## config.mk

```make
export PLATFORM = sky130hd
export DESIGN_NAME = nzet_scatter
export DESIGN_NICKNAME = d
export VERILOG_FILES = /design/src/rtl/nzet_scatter.sv
export SDC_FILE = /design/constraint.sdc
export NUM_CORES = 1
export LEC_CHECK = 0
export BUFFER_PORTS_ARGS = -buffer_cell sky130_fd_sc_hd__buf_2
export CORE_MARGIN = 5
export CORE_UTILIZATION = 50
export DETAILED_ROUTE_END_ITERATION = 16
export PLACE_DENSITY_LB_ADDON = 0.1
export SLEW_MARGIN = 40
export SYNTH_ARGS = -nofsm -noshare
export SYNTH_HDL_FRONTEND = slang
export SYNTH_SLANG_ARGS = --single-unit
```

## constraint.sdc

```tcl
create_clock -name clk -period 4.7 [get_ports clk]
set_clock_uncertainty 0.05 [all_clocks]
set_input_delay 0 -clock clk [delete_from_list [all_inputs] [get_ports clk]]
set_output_delay 0 -clock clk [all_outputs]
set_load 0.005 [all_outputs]
```

## src/rtl/nzet_scatter.sv

```systemverilog
// Sparse-to-dense scatter-accumulator: returns 2-of-4 compacted beats to their
// dense lanes, sums them per group and emits one dense result per group.
module nzet_scatter #(
  parameter int W  = 16,
  parameter int CW = 8
) (
  input  logic          clk,
  input  logic          rst,
  input  logic          in_valid,
  output logic          in_ready,
  input  logic [3:0]    in_mask,
  input  logic [W-1:0]  in_v0,
  input  logic [W-1:0]  in_v1,
  input  logic          in_last,
  output logic          out_valid,
  input  logic          out_ready,
  output logic [W-1:0]  out_d0,
  output logic [W-1:0]  out_d1,
  output logic [W-1:0]  out_d2,
  output logic [W-1:0]  out_d3,
  output logic [CW-1:0] out_beats,
  output logic          out_err
);

  typedef enum logic {IDLE, FULL} state_t;

  state_t        state, state_nx;
  logic [W-1:0]  acc  [4];
  logic [W-1:0]  dout [4];
  logic [W-1:0]  scat [4];
  logic [W-1:0]  sum  [4];
  logic [CW-1:0] gcnt;
  logic          gerr;
  logic          has0, has1, bad, take;
  logic [1:0]    idx0, idx1;
  logic [2:0]    pop;

  function automatic logic [CW-1:0] sat_inc(input logic [CW-1:0] x);
    return (x == {CW{1'b1}}) ? x : x + 1'b1;
  endfunction

  assign out_valid = (state == FULL);
  assign in_ready  = !out_valid || out_ready;
  assign take      = in_valid && in_ready;

  // Locate the two lowest set mask bits and route the values there.
  always_comb begin
    has0 = 1'b0;
    has1 = 1'b0;
    idx0 = 2'd0;
    idx1 = 2'd0;
    pop  = 3'd0;
    for (int i = 0; i < 4; i++) begin
      if (in_mask[i]) begin
        pop = pop + 3'd1;
        if (!has0) begin
          has0 = 1'b1;
          idx0 = 2'(i);
        end else if (!has1) begin
          has1 = 1'b1;
          idx1 = 2'(i);
        end
      end
    end
    for (int i = 0; i < 4; i++) begin
      scat[i] = '0;
      if (has0 && idx0 == 2'(i) && idx0 != 2'd3) scat[i] = in_v0;
      if (has1 && idx1 == 2'(i))                 scat[i] = in_v1;
      sum[i] = acc[i] + scat[i];
    end
    bad = (pop != 3'd2) || (has0 && idx0 == 2'd3);
  end

  always_comb begin
    state_nx = state;
    unique case (state)
      IDLE: if (take && in_last) state_nx = FULL;
      FULL: if (take && in_last) state_nx = FULL;
            else if (out_ready)  state_nx = IDLE;
      default: state_nx = IDLE;
    endcase
  end

  always_ff @(posedge clk or posedge rst) begin
    if (rst) state <= IDLE;
    else     state <= state_nx;
  end

  // Accumulator / output register stage
  always_ff @(posedge clk or posedge rst) begin
    if (rst) begin
      for (int i = 0; i < 4; i++) begin
        acc[i]  <= '0;
        dout[i] <= '0;
      end
      gcnt      <= '0;
      gerr      <= 1'b0;
      out_beats <= '0;
      out_err   <= 1'b0;
    end else if (take) begin
      if (in_last) begin
        for (int i = 0; i < 4; i++) begin
          dout[i] <= sum[i];
          acc[i]  <= '0;
        end
        out_beats <= sat_inc(gcnt);
        out_err   <= gerr | bad;
        gcnt      <= '0;
        gerr      <= 1'b0;
      end else begin
        for (int i = 0; i < 4; i++) acc[i] <= sum[i];
        gcnt <= sat_inc(gcnt);
        gerr <= gerr | bad;
      end
    end
  end

  assign out_d0 = dout[0];
  assign out_d1 = dout[1];
  assign out_d2 = dout[2];
  assign out_d3 = dout[3];

endmodule

```

=== Yosys cells after proc, flatten, opt, wreduce, memory -nomap -nowiden ===
Index checks and enable logic that the tools add are counted.

* Bits in registers: 147
* Input port bits: 41
* Output and inout bits: 75
* Logic and storage cells: 96

* $add $sub $neg: 8
* Eq/ne operators: 9
* Mux-type cells: 44
* Bitwise gates (word level): 2
* Reductions and logical operators: 20

{| class="wikitable"
|+ Operators by type and width
! cell !! number
|-
| $mux 16 || 8
|-
| $add 16x16->16 || 4
|-
| $mux 64 || 1
|-
| $mux 2 || 10
|-
| $mux 1 || 19
|-
| $mux 8 || 2
|-
| $logic_and 1x1->1 || 14
|-
| $add 3x1->3 const B || 3
|-
| $mux 3 || 3
|-
| $add 8x1->8 const B || 1
|-
| $eq 2x2->1 const B || 4
|-
| $eq 8x8->1 const B || 1
|-
| $eq 2x1->1 const B || 2
|-
| $logic_not 2->1 || 2
|-
| $ne 3x2->1 const B || 1
|-
| $logic_or 1x1->1 || 2
|-
| $ne 2x2->1 const B || 1
|-
| $pmux 1 s2 || 1
|-
| $reduce_and 2->1 || 1
|-
| $logic_not 1->1 || 1
|-
| $not 1->1 || 1
|-
| $or 1x1->1 || 1
|}

=== Depth between registers and ports, before layout ===
Gate-level depths: netlist of run 1.

* Depth in word-level cells: 14
* Mapped depth: 17
* Gate-level depth less buffers: 16

=== Worst setup path before layout of run 1 ===
No wires, ideal clock.

* Path type: input to register
* Start point: input in_mask[0]
* End point: register dout (netlist bit out_d2[12])
* Setup time: 69 ps
* Arrival time: 3189 ps
* Required time: 4581 ps
* Setup slack: 1392 ps
* Stages on the path: 16
* Path buffers: 0
* Cell sequence: inv_1 > ha_1 > nand2b_1 > a2bb2oi_4 > nor2_2 > a211oi_2 > a22o_1 > ha_1 > inv_1 > fa_1 > nor2b_2 > o31ai_1 > a21oi_1 > a2111oi_2 > or4_1 > nand3_1

* Cells in the longest elaborated chain, start to end: 13
* Elaborated cells on any way between the ends: 33
* Classes of those cells: add/sub: 1; eq/ne: 3; mux: 26; reduce/logical: 3

{| class="wikitable"
|+ Ends and longest elaborated chain
! what !! RTL line !! source
|-
| from (decl) || 11 || <nowiki>input logic [3:0] in_mask,</nowiki>
|-
| $mux 1 * || 54 || <nowiki>if (in_mask[i]) begin</nowiki>
|-
| $mux 1 || 56 || <nowiki>if (!has0) begin</nowiki>
|-
| $mux 1 || 54 ||
|-
| $mux 2, on equally long branches || 59, 56 ||
|-
| $mux 2, on equally long branches || 56, 54 ||
|-
| $mux 2, on equally long branches || 54, 56 ||
|-
| $mux 2, on equally long branches || 59, 54 ||
|-
| $mux 2 / $eq 2x2->1 (equally long branches) || 56, 67 ||
|-
| $mux 2 / $logic_and 1x1->1 (equally long branches) || 54, 67 ||
|-
| $eq 2x2->1 / $logic_and 1x1->1 (equally long branches) || 68, 67 ||
|-
| $logic_and 1x1->1 / $mux 16 (equally long branches) || 68, 67 ||
|-
| $mux 16 * || 68 || <nowiki>if (has1 && idx1 == 2'(i)) scat[i] = in_v1;</nowiki>
|-
| $add 16x16->16 * || 69 || <nowiki>sum[i] = acc[i] + scat[i];</nowiki>
|-
| to (signal, indexed assignment) || 103 || <nowiki>dout[i] <= sum[i];</nowiki>
|-
| to (decl) || 29 || <nowiki>logic [W-1:0] dout [4];</nowiki>
|}

Every way passes the cells marked *; elsewhere a longest branch is shown, timed or not.
A chain may end at the register's enable or synchronous reset.

=== Final worst setup path of run 1 ===
Ends and elaborated chain as after synthesis.

==> flow_metrics.py, run 1 <==
metrics = {
    "layout": {
        "post_route_cells_drive_above_1_share_pct": 17.7,
        "multiInputGateArea_um2": 5710,
        "finish.net_count": 1292,
        "seqCellArea_um2": 3680,
        "syn2layout_area_growth_pct": 14.4,
        "stdcell_area_um2": 11100,
        "finalNonFillerCells": 1453,
        "antenna-diode-count": 0,
        "nFillCells": 1768,
        "postLayoutCoreUtil_pct": 57.7,
    },
    "power": {
        "static-leakage-power_nw": 5.42,
        "p_sw_mw": 1.49,
        "p_comb_share_pct": 31.0,
        "ir_worst_vdd_mv": 0.272,
        "p_int_mw": 2.95,
        "power.share.switching_pct": 33.5,
        "power_per_cell_area_nw_per_um2": 400,
        "design_power_total_mw": 4.44,
        "pwr-share-clk_pct": 30.5,
        "power.share.sequential_pct": 38.5,
    },
    "global_routing": {
        "grt_pass1_vias": 7966,
        "antenna_found_initial": 0,
        "grt_overflow": 0,
        "largest_net_degree_at_the_start_of_global_routing": 83,
        "grt_usage_pct": 23.8,
        "grt_pass1_wl_um": 42000,
    },
    "placed_design": {
        "post-place-ws_ns": 0.757,
        "dpl.cell_count": 1419,
        "numPortBuffers": 115,
        "dp_area_um2": 10500,
        "dp_hpwl_um": 19300,
        "place.gp.congestion": 0.966,
    },
    "synthesis": {
        "yosys_register_bits": 147,
        "yosysTopAreaCellShare_pct": 37.9,
        "syn-num-nets": 1199,
        "synth-seq-area-share_pct": 37.9,
        "share_of_flip_flops_with_an_asynchronous_set_or_reset_after_synthesis_pct": 100,
        "synth_common_cells": "205 x sky130_fd_sc_hd__nand2_1, 147 x sky130_fd_sc_hd__dfrtp_1, 94 x sky130_fd_sc_hd__o21ai_0",
        "postSynthAreaPerCell_um2": 8.97,
        "synthMostInstantiatedCell": "sky130_fd_sc_hd__nand2_1",
        "synth_enable_flop_cells": 0,
        "syn-instance-count": 1083,
        "synth.largest_area_cell": "sky130_fd_sc_hd__dfrtp_1",
        "synth_top_cells_by_area": "sky130_fd_sc_hd__dfrtp_1 38%, sky130_fd_sc_hd__ha_1 9.1%, sky130_fd_sc_hd__nand2_1 7.9%, sky130_fd_sc_hd__o21ai_0 4.8%, sky130_fd_sc_hd__a22o_1 4.6%",
        "synth_cell_types": 77,
        "synthesis.yosys.warnings": 0,
        "synthesis.area_um2": 9720,
        "yosys_most_used_dff": "sky130_fd_sc_hd__dfrtp_1",
    },
    "clock_network": {
        "cts_setup_buffers": 0,
        "clk_pin_slew_ns": 0.06,
        "worstSkewPairLatency_ns": 0.42,
        "cts_htree_levels": 4,
        "numCtsBuffers": 17,
        "cts_hold_buf": 3,
        "tritoncts_num_sinks": 147,
        "cts_tree": "built",
        "cts_resized": 0,
        "clk_path_buf_depth": 2,
        "clock_tree.root_cell": "sky130_fd_sc_hd__clkbuf_16",
    },
    "sta": {
        "final.period_utilization_pct": 75.5,
        "setup_slack_ns": 1.15,
        "timing.hold.ws_ns": 0.101,
        "max_freq_mhz": 282,
        "slew_headroom_pct": 46.5,
        "timing.final.setup_violations": 0,
        "rsz0062_at_grt": "false",
        "final.setup.tns_ns": 0,
        "min_period_ns": 3.55,
        "drv_slew": 0,
        "finalHoldViolations": 0,
        "timing_worst_slew_pin_value_ns": 0.802,
    },
    "setup_path": {
        "timing.critical_path.required_ns": 5.01,
        "cp_max_stage_cell": "sky130_fd_sc_hd__or4_1",
        "critical_path.n_buffers_inverters": 4,
        "worst_path_largest_cell_delay_ns": 0.52,
        "timing.critical_path.to_type": "flop",
        "classification_of_the_worst_setup_path": "in2reg",
        "path_cells": "buf_2 -> inv_1 -> ha_1 -> nand2b_1 -> a2bb2oi_4 -> nor2_2 -> a211oi_2 -> buf_4 -> a22o_1 -> ha_1 -> inv_1 -> fa_1 -> nor2b_2 -> o31ai_1 -> a21oi_1 -> a2111oi_2 -> or4_1 -> nand3_1",
        "worst_ep_arrival_time_ns": 3.86,
        "critPathMaxFanout": 16,
        "timing.critical_path.from_type": "input pin",
        "timing.critical_path.max_delay_family": "compound AO/OA/AOI/OAI gates",
    },
    "floorplanning": {
        "floorplan.die.height_um": 149,
        "effective_utilization_at_floorplan_pct": 50.4,
        "core-area_um2": 19300,
        "core.rowCount": 51,
        "ioPinCount": 116,
        "dieArea_um2": 22300,
        "die_width_um": 149,
    },
    "detailed_routing": {
        "drt_pre_antenna_iters": 5,
        "via_count": 8299,
        "drt-vias-per-instance": 5.71,
        "drt_wl_total_um": 26000,
        "drc_errors": 0,
        "wire_per_inst_um": 17.9,
        "drtAntennaViolNets": 0,
        "drt_first_iter_violations": 434,
    },
    "status": {
        "status": "complete, no violations",
    },
    "flow_run": {
        "cap_viol_max_count": 0,
    },
    "hold_path": {
        "hold_class": "in2reg",
    },
}
==> power groups by stage <==
stage               Combinational, mW  Sequential, mW  Clock [mW]
floorplan                       0.903            1.73           0
global placement                 1.36            1.73           0
detailed placement               1.38            1.73           0
CTS                              1.38            1.71        1.38
global route                     1.54            1.75        1.43
finish                           1.38            1.71        1.35
==> state kept, by name, summed over array words and instances, names as in the netlist <==
name       count
out_d0        16
gcnt           8
out_d2        16
acc           64
out_valid      1
out_err        1
gerr           1
out_beats      8
out_d1        16
out_d3        16
==> metal layers <==
layer	vias to the layer above	GRT usage [%]	routed length, um
met5	-	0	0
met4	0	9.38	773
met3	50	3.95	1190
met2	236	36.8	11800
met1	3920	33.5	12300
li1	4093	-	-
==> placed cells by master (no fill, tap or decap), types with 8 or more instances in the layout <==
cell type / count
sky130_fd_sc_hd__a211o_1: 8
sky130_fd_sc_hd__a211oi_1: 9
sky130_fd_sc_hd__a21o_1: 15
sky130_fd_sc_hd__a21oi_1: 71
sky130_fd_sc_hd__a22o_1: 51
sky130_fd_sc_hd__a31oi_1: 8
sky130_fd_sc_hd__and2_1: 19
sky130_fd_sc_hd__buf_2: 115
sky130_fd_sc_hd__buf_4: 10
sky130_fd_sc_hd__clkbuf_16: 17
sky130_fd_sc_hd__dfrtp_1: 147
sky130_fd_sc_hd__ha_1: 71
sky130_fd_sc_hd__inv_1: 28
sky130_fd_sc_hd__mux2_2: 23
sky130_fd_sc_hd__nand2_1: 203
sky130_fd_sc_hd__nand2b_1: 10
sky130_fd_sc_hd__nand3_1: 16
sky130_fd_sc_hd__nand4_1: 8
sky130_fd_sc_hd__nor2_1: 33
sky130_fd_sc_hd__nor3_1: 16
sky130_fd_sc_hd__o211ai_1: 11
sky130_fd_sc_hd__o21a_1: 10
sky130_fd_sc_hd__o21ai_0: 94
sky130_fd_sc_hd__o31ai_1: 15
sky130_fd_sc_hd__or3_1: 10
sky130_fd_sc_hd__xnor2_1: 25
sky130_fd_sc_hd__xor2_1: 20
==> logic make-up (layout without fill, tap and decap cells) <==
| family | Yosys count | after routing | share of synthesized area [%] |
|---|---|---|---|
| AND/OR/NAND/NOR | 362 | 362 | 17.3 |
| AO/OA/AOI/OAI | 342 | 342 | 24.0 |
| buffers and inverters | 85 | 190 | 3.57 |
| flip-flops | 147 | 147 | 37.9 |
| multiplexers | 26 | 26 | 2.97 |
| adder cells (fa/ha/maj) | 75 | 75 | 9.97 |
| XOR/XNOR | 46 | 46 | 4.29 |
==> path summary, 6_finish.rpt <==
path / startpoint / to / slack [ns] / depth (start not counted)
worst max-delay path: in_mask[0] / out_d2[12] / 1.15 / 18
worst min-delay path: in_mask[3] / gerr / 0.10 / 4
worst max register to register: acc[16] / out_d2[12] / 2.13 / 9
worst min register to register: out_d3[9] / out_d3[9] / 0.42 / 2
max in group asynchronous: rst / acc[60] / 3.40 / 4
min in group asynchronous: rst / out_d3[15] / 0.19 / 3
==> tightest hold or removal path, delay by kind of cell <==
kind | cells | cell delay (ns)
compound gates | 2 | 0.25
buf+inv | 1 | 0.18
simple gates | 1 | 0.10
==> area by class of cell <==
type	count	share of cell area (%)
timing repair buffer	130	6.36
sequential	147	33.1
clock inverter	13	1.23
inverter	29	1.02
tap	265	2.98
clock buffer	18	3.95
multi-input combinational	851	51.3
No activity file was read; power rests on OpenSTA's default activity.
==> inputs of run 2 (changes only) <==
==> constraint.sdc (replaced) <==
create_clock -name clk -period 3.3 [get_ports clk]
set_clock_uncertainty 0.05 [all_clocks]
set_input_delay 0 -clock clk [delete_from_list [all_inputs] [get_ports clk]]
set_output_delay 0 -clock clk [all_outputs]
set_load 0.005 [all_outputs]
==> run 2 against run 1 <==
Non-clock buffer count rose by 54. Global-route usage rose by 1.0 points. Cell area rose by 4.9%. Critical endpoint is now out_d2[8].
==> flow_metrics.py, run 2 (synthesis results as in run 1) <==
metrics = {
    "setup_path": {
        "critPathMaxFanout": 15,
        "worst_ep_arrival_time_ns": 3.25,
        "timing.critical_path.required_ns": 3.56,
        "worst_path_largest_cell_delay_ns": 0.40,
        "r2r_setup_slack_ns": 0.83,
        "timing.critical_path.from_type": "input pin",
        "classification_of_the_worst_setup_path": "in2reg",
        "cp_max_stage_cell": "sky130_fd_sc_hd__fa_1",
        "path_cells": "buf_2 -> inv_1 -> ha_1 -> nand2b_1 -> a21o_1 -> nor2_2 -> a211oi_2 -> buf_12 -> a22o_1 -> ha_1 -> inv_1 -> fa_1 -> nor2b_2 -> o31ai_1 -> a21oi_2 -> buf_4 -> a21boi_0 -> xnor2_1 -> mux2_2",
        "timing.critical_path.to_type": "flop",
    },
    "placed_design": {
        "post-place-ws_ns": -0.113,
        "place.gp.congestion": 0.944,
        "numPortBuffers": 115,
        "dp_hpwl_um": 19600,
        "dpl.cell_count": 1473,
    },
    "sta": {
        "drv_slew": 0,
        "rsz0062_at_grt": "false",
        "setup_slack_ns": 0.307,
        "max_freq_mhz": 334,
        "finalHoldViolations": 0,
        "min_period_ns": 2.99,
        "final.setup.tns_ns": 0,
        "slew_headroom_pct": 43.5,
        "final.period_utilization_pct": 90.7,
        "timing_worst_slew_pin_value_ns": 0.847,
        "timing.final.setup_violations": 0,
    },
    "layout": {
        "largest-register": "acc",
        "postLayoutCoreUtil_pct": 60.5,
        "post_route_cells_drive_above_1_share_pct": 21.2,
        "syn2layout_area_growth_pct": 20.0,
        "largest_register_ffs": 64,
        "finalNonFillerCells": 1508,
        "final_common_cell": "sky130_fd_sc_hd__nand2_1",
        "antenna-diode-count": 0,
        "most_used_cells_in_the_layout_excluding_fill_and_tap_cells": "203 x sky130_fd_sc_hd__nand2_1, 147 x sky130_fd_sc_hd__dfrtp_1, 115 x sky130_fd_sc_hd__buf_2",
        "finish.net_count": 1346,
    },
    "clock_network": {
        "numCtsBuffers": 17,
        "cts_htree_levels": 4,
        "clk_pin_slew_ns": 0.06,
        "cts_tree": "built",
        "worstSkewPairLatency_ns": 0.43,
        "clk_path_buf_depth": 2,
        "cts_resized": 0,
        "clock_tree.root_cell": "sky130_fd_sc_hd__clkbuf_16",
        "tritoncts_num_sinks": 147,
    },
    "flow_run": {
        "cap_viol_max_count": 0,
    },
    "power": {
        "ir_worst_vdd_mv": 0.374,
        "static-leakage-power_nw": 5.74,
        "power_per_cell_area_nw_per_um2": 579,
        "design_power_total_mw": 6.75,
    },
    "global_routing": {
        "grt_overflow": 0,
        "largest_net_degree_at_the_start_of_global_routing": 148,
        "antenna_found_initial": 0,
        "grt_pass1_vias": 8054,
        "grt_pass1_wl_um": 43500,
        "grt_usage_pct": 24.8,
    },
    "hold_path": {
        "hold_class": "in2reg",
    },
    "detailed_routing": {
        "drc_errors": 0,
        "drt_first_iter_violations": 526,
        "drtAntennaViolNets": 0,
        "via_count": 8519,
        "wire_per_inst_um": 18.2,
        "drt-vias-per-instance": 5.65,
        "drt_pre_antenna_iters": 6,
        "drt_wl_total_um": 27400,
    },
    "status": {
        "status": "complete, no violations",
    },
    "floorplanning": {
        "floorplan.die.height_um": 149,
        "die_width_um": 149,
        "effective_utilization_at_floorplan_pct": 50.4,
        "core-area_um2": 19300,
        "core.rowCount": 51,
        "dieArea_um2": 22300,
        "ioPinCount": 116,
    },
}
==> run 2: changes by cell type in the layout (fill, tap and decap cells not counted), moves of 2 or more <==
cell,before,now
sky130_fd_sc_hd__clkinvlp_4,1,3
sky130_fd_sc_hd__clkinv_2,5,0
sky130_fd_sc_hd__clkbuf_1,0,2
sky130_fd_sc_hd__buf_4,10,62
sky130_fd_sc_hd__bufinv_16,2,5
sky130_fd_sc_hd__buf_12,0,4
==> run 2: cell type report <==
cell class / instances / area (um^2)
Fill cell: 1713 / 7610
Clock inverter: 11 / 200
Tap cell: 265 / 332
Timing Repair Buffer: 184 / 1170
Multi-Input combinational cell: 851 / 5710
Sequential cell: 147 / 3680
Inverter: 29 / 113
Clock buffer: 21 / 460
==> run 2: worst max-delay path: cells and delay by family <==
| family | cells | cell delay [ns] |
|---|---|---|
| AO/OA/AOI/OAI | 6 | 1.03 |
| adder cells (fa/ha/maj) | 3 | 0.81 |
| buffers and inverters | 5 | 0.63 |
| AND/OR/NAND/NOR | 3 | 0.36 |
| multiplexers | 1 | 0.28 |
| XOR/XNOR | 1 | 0.15 |
==> run 2: final timing paths <==
path,depth (start not counted),from,endpoint
max,19,in_mask[0],out_d2[8]
min,4,in_valid,acc[15]
max reg2reg,9,acc[48],out_d0[10]
min reg2reg,2,out_d3[5],out_d3[5]
max in group asynchronous,5,rst,acc[40]
min in group asynchronous,4,rst,gcnt[4]
==> run 2: through the flow <==
stage,hold WS [ns],cell area [um^2]
3_5_place_dp,0.272,11000
3_3_place_gp,0.263,11000
2_1_floorplan,0.0969,9720
4_1_cts,0.0265,11600
5_1_grt,0.0662,11700
6_report,0.0340,11700
==> run 2: what timing repair did <==
| action | 4_1_cts | 5_1_grt |
|---|---|---|
| endpoints found under the hold margin | 148 | 0 |
| buffers inserted | 0 | 0 |
| hold buffers | 2 | 0 |
==> run 2: layer usage <==
metal | track usage (%) | wire, um | part of all wire (%)
met2 | 39.1 | 12600 | 46
met3 | 4.53 | 1480 | 5.4
met4 | 7.32 | 455 | 1.7
met5 | 0 | 0 | 0
met1 | 35.0 | 12800 | 47
==> run 2: where the power goes <==
part | internal [mW] | total, mW | switching [mW]
combinational | 0.980 | 2.11 | 1.13
clock | 1.39 | 2.20 | 0.811
sequential | 2.21 | 2.44 | 0.233
total | 4.58 | 6.75 | 2.18
==> inputs of run 3 (changes only) <==
==> constraint.sdc (replaced) <==
create_clock -name clk -period 3.3 [get_ports clk]
set_clock_uncertainty 0.05 [all_clocks]
set_input_delay 0.66 -clock clk [delete_from_list [all_inputs] [get_ports clk]]
set_output_delay 0.66 -clock clk [all_outputs]
set_load 0.005 [all_outputs]
==> run 3 against run 2 <==
The flow now finishes with violations (negative setup slack). Clock-buffer cell count grew 1. Sequential share of layout area shrank 3.7 points. First-iteration DRC count grew 4.2%. Total power grew 4.0%. Wire length grew 7.0%. Core utilization grew 8.1 points. Sequential power is essentially flat. Global-route usage grew 1.3 points.
==> flow_metrics.py, run 3 (synthesis results as in run 1) <==
metrics = {
    "detailed_routing": {
        "drt_first_iter_violations": 548,
        "via_count": 9222,
        "met2RoutedLength_um": 14000,
        "drtAntennaViolNets": 0,
        "wire_per_inst_um": 17.9,
        "met1Wirelength_um": 12900,
        "routed-wl-met3_um": 1550,
        "drc_errors": 0,
        "drt-vias-per-instance": 5.62,
        "top_signal_layer_used": "met4",
        "drt_pre_antenna_iters": 6,
        "drt_wl_total_um": 29300,
    },
    "sta": {
        "drv_slew": 0,
        "setup_slack_ns": -0.0686,
        "timing.final.setup_violations": 6,
        "finalHoldViolations": 0,
        "min_period_ns": 3.37,
        "slew_headroom_pct": 55.4,
        "timing_worst_slew_pin_value_ns": 0.669,
        "max_freq_mhz": 297,
        "final.period_utilization_pct": 102,
        "rsz0062_at_grt": "true",
        "timing.hold.ws_ns": 0.110,
    },
    "setup_path": {
        "critPathMaxFanout": 5,
        "timing.critical_path.from_type": "input pin",
        "worst_ep_arrival_time_ns": 3.64,
        "timing.critical_path.required_ns": 3.57,
        "classification_of_the_worst_setup_path": "in2reg",
        "ff2ff_path_depth": 9,
        "timing.critical_path.to_type": "flop",
    },
    "clock_network": {
        "clk_path_buf_depth": 2,
        "cts_htree_levels": 4,
        "cts_tree": "built",
        "clock_tree.root_cell": "sky130_fd_sc_hd__clkbuf_16",
        "tritoncts_num_sinks": 147,
        "numCtsBuffers": 17,
        "worstSkewPairLatency_ns": 0.44,
        "clk_pin_slew_ns": 0.07,
    },
    "power": {
        "design_power_total_mw": 7.03,
        "power_per_cell_area_nw_per_um2": 531,
        "ir_worst_vdd_mv": 0.407,
        "static-leakage-power_nw": 6.45,
    },
    "layout": {
        "seqCellArea_um2": 3680,
        "most_used_cells_in_the_layout_excluding_fill_and_tap_cells": "200 x sky130_fd_sc_hd__nand2_1, 183 x sky130_fd_sc_hd__buf_4, 147 x sky130_fd_sc_hd__dfrtp_1",
        "largest-register": "acc",
        "antenna-diode-count": 0,
        "syn2layout_area_growth_pct": 36.1,
        "nFillCells": 1579,
        "finalNonFillerCells": 1640,
        "multiInputGateArea_um2": 6230,
        "stdcell_area_um2": 13200,
        "finish.net_count": 1478,
        "post_route_cells_drive_above_1_share_pct": 34.8,
        "largest_register_ffs": 64,
        "final_common_cell": "sky130_fd_sc_hd__nand2_1",
    },
    "global_routing": {
        "grt_overflow": 0,
        "grt_usage_pct": 26.1,
        "antenna_found_initial": 0,
        "grt_pass1_wl_um": 45900,
        "largest_net_degree_at_the_start_of_global_routing": 84,
        "grt_pass1_vias": 8783,
    },
    "flow_run": {
        "cap_viol_max_count": 0,
    },
    "floorplanning": {
        "floorplan.die.height_um": 149,
        "die_width_um": 149,
        "core-area_um2": 19300,
        "effective_utilization_at_floorplan_pct": 50.4,
        "dieArea_um2": 22300,
        "core.rowCount": 51,
        "ioPinCount": 116,
    },
    "status": {
        "status": "finished with violations",
        "violations": "negative setup slack",
    },
    "hold_path": {
        "hold_class": "in2async",
    },
    "placed_design": {
        "post-place-ws_ns": -0.661,
        "numPortBuffers": 115,
        "dpl.cell_count": 1588,
        "dp_area_um2": 12000,
        "dp_hpwl_um": 21200,
        "place.gp.congestion": 0.981,
    },
}
[run 3: what timing repair did]
item,CTS,global route
pin swaps,13,55
buffers inserted,4,13
cloned,2,1
resized for setup,42,83
setup endpoints to repair,46,48
hold buffers,0,0
[run 3: metrics by stage]
stage	utilization [%]	TNS, ns
floorplan	-	-4.59
global route	68.6	-1.79
global placement	62.1	-28.74
finish	68.6	-0.137
detailed placement	62.1	-34.01
CTS	66.2	-0.0725
[run 3: routing by layer]
layer  GRT usage (%)  vias up
met1            35.1     4417
met5               0        -
met4            11.0        0
li1                -     4471
met3            4.59       63
met2            41.8      271
[run 3: cell type report]
type | count | share of cell area (%)
Sequential cell | 147 | 27.8
Clock inverter | 10 | 1.12
Timing Repair Buffer | 315 | 17.0
Inverter | 29 | 0.946
Clock buffer | 22 | 3.51
Tap cell | 265 | 2.51
Multi-Input combinational cell | 852 | 47.1
[run 3: where the power goes]
part	switching (mW)	internal (mW)
Combinational	1.27	1.26
Clock	0.824	1.24
Sequential	0.234	2.21
[run 3: worst paths after layout]
check                            from         to  slack [ns]
max                        in_mask[0]    acc[60]       -0.07
min                               rst    acc[11]        0.11
max reg2reg                   acc[48]    acc[60]        0.78
min reg2reg                 out_d3[3]  out_d3[3]        0.42
max in group asynchronous         rst    acc[26]        2.32
min in group clk            out_d3[3]  out_d3[3]        0.42
[run 3: worst max-delay path: stages]
cell                       delay, ns
sky130_fd_sc_hd__buf_12         0.09
sky130_fd_sc_hd__inv_8          0.04
sky130_fd_sc_hd__ha_4           0.15
sky130_fd_sc_hd__buf_4          0.14
sky130_fd_sc_hd__a21o_4         0.22
sky130_fd_sc_hd__a21oi_4        0.26
sky130_fd_sc_hd__nand2_1        0.09
sky130_fd_sc_hd__o21ai_1        0.16
sky130_fd_sc_hd__ha_1           0.25
sky130_fd_sc_hd__nor2b_4        0.13
sky130_fd_sc_hd__o31a_1         0.36
sky130_fd_sc_hd__o311ai_4       0.30
sky130_fd_sc_hd__a211oi_2       0.13
sky130_fd_sc_hd__or3_1          0.39
sky130_fd_sc_hd__a32o_1         0.25
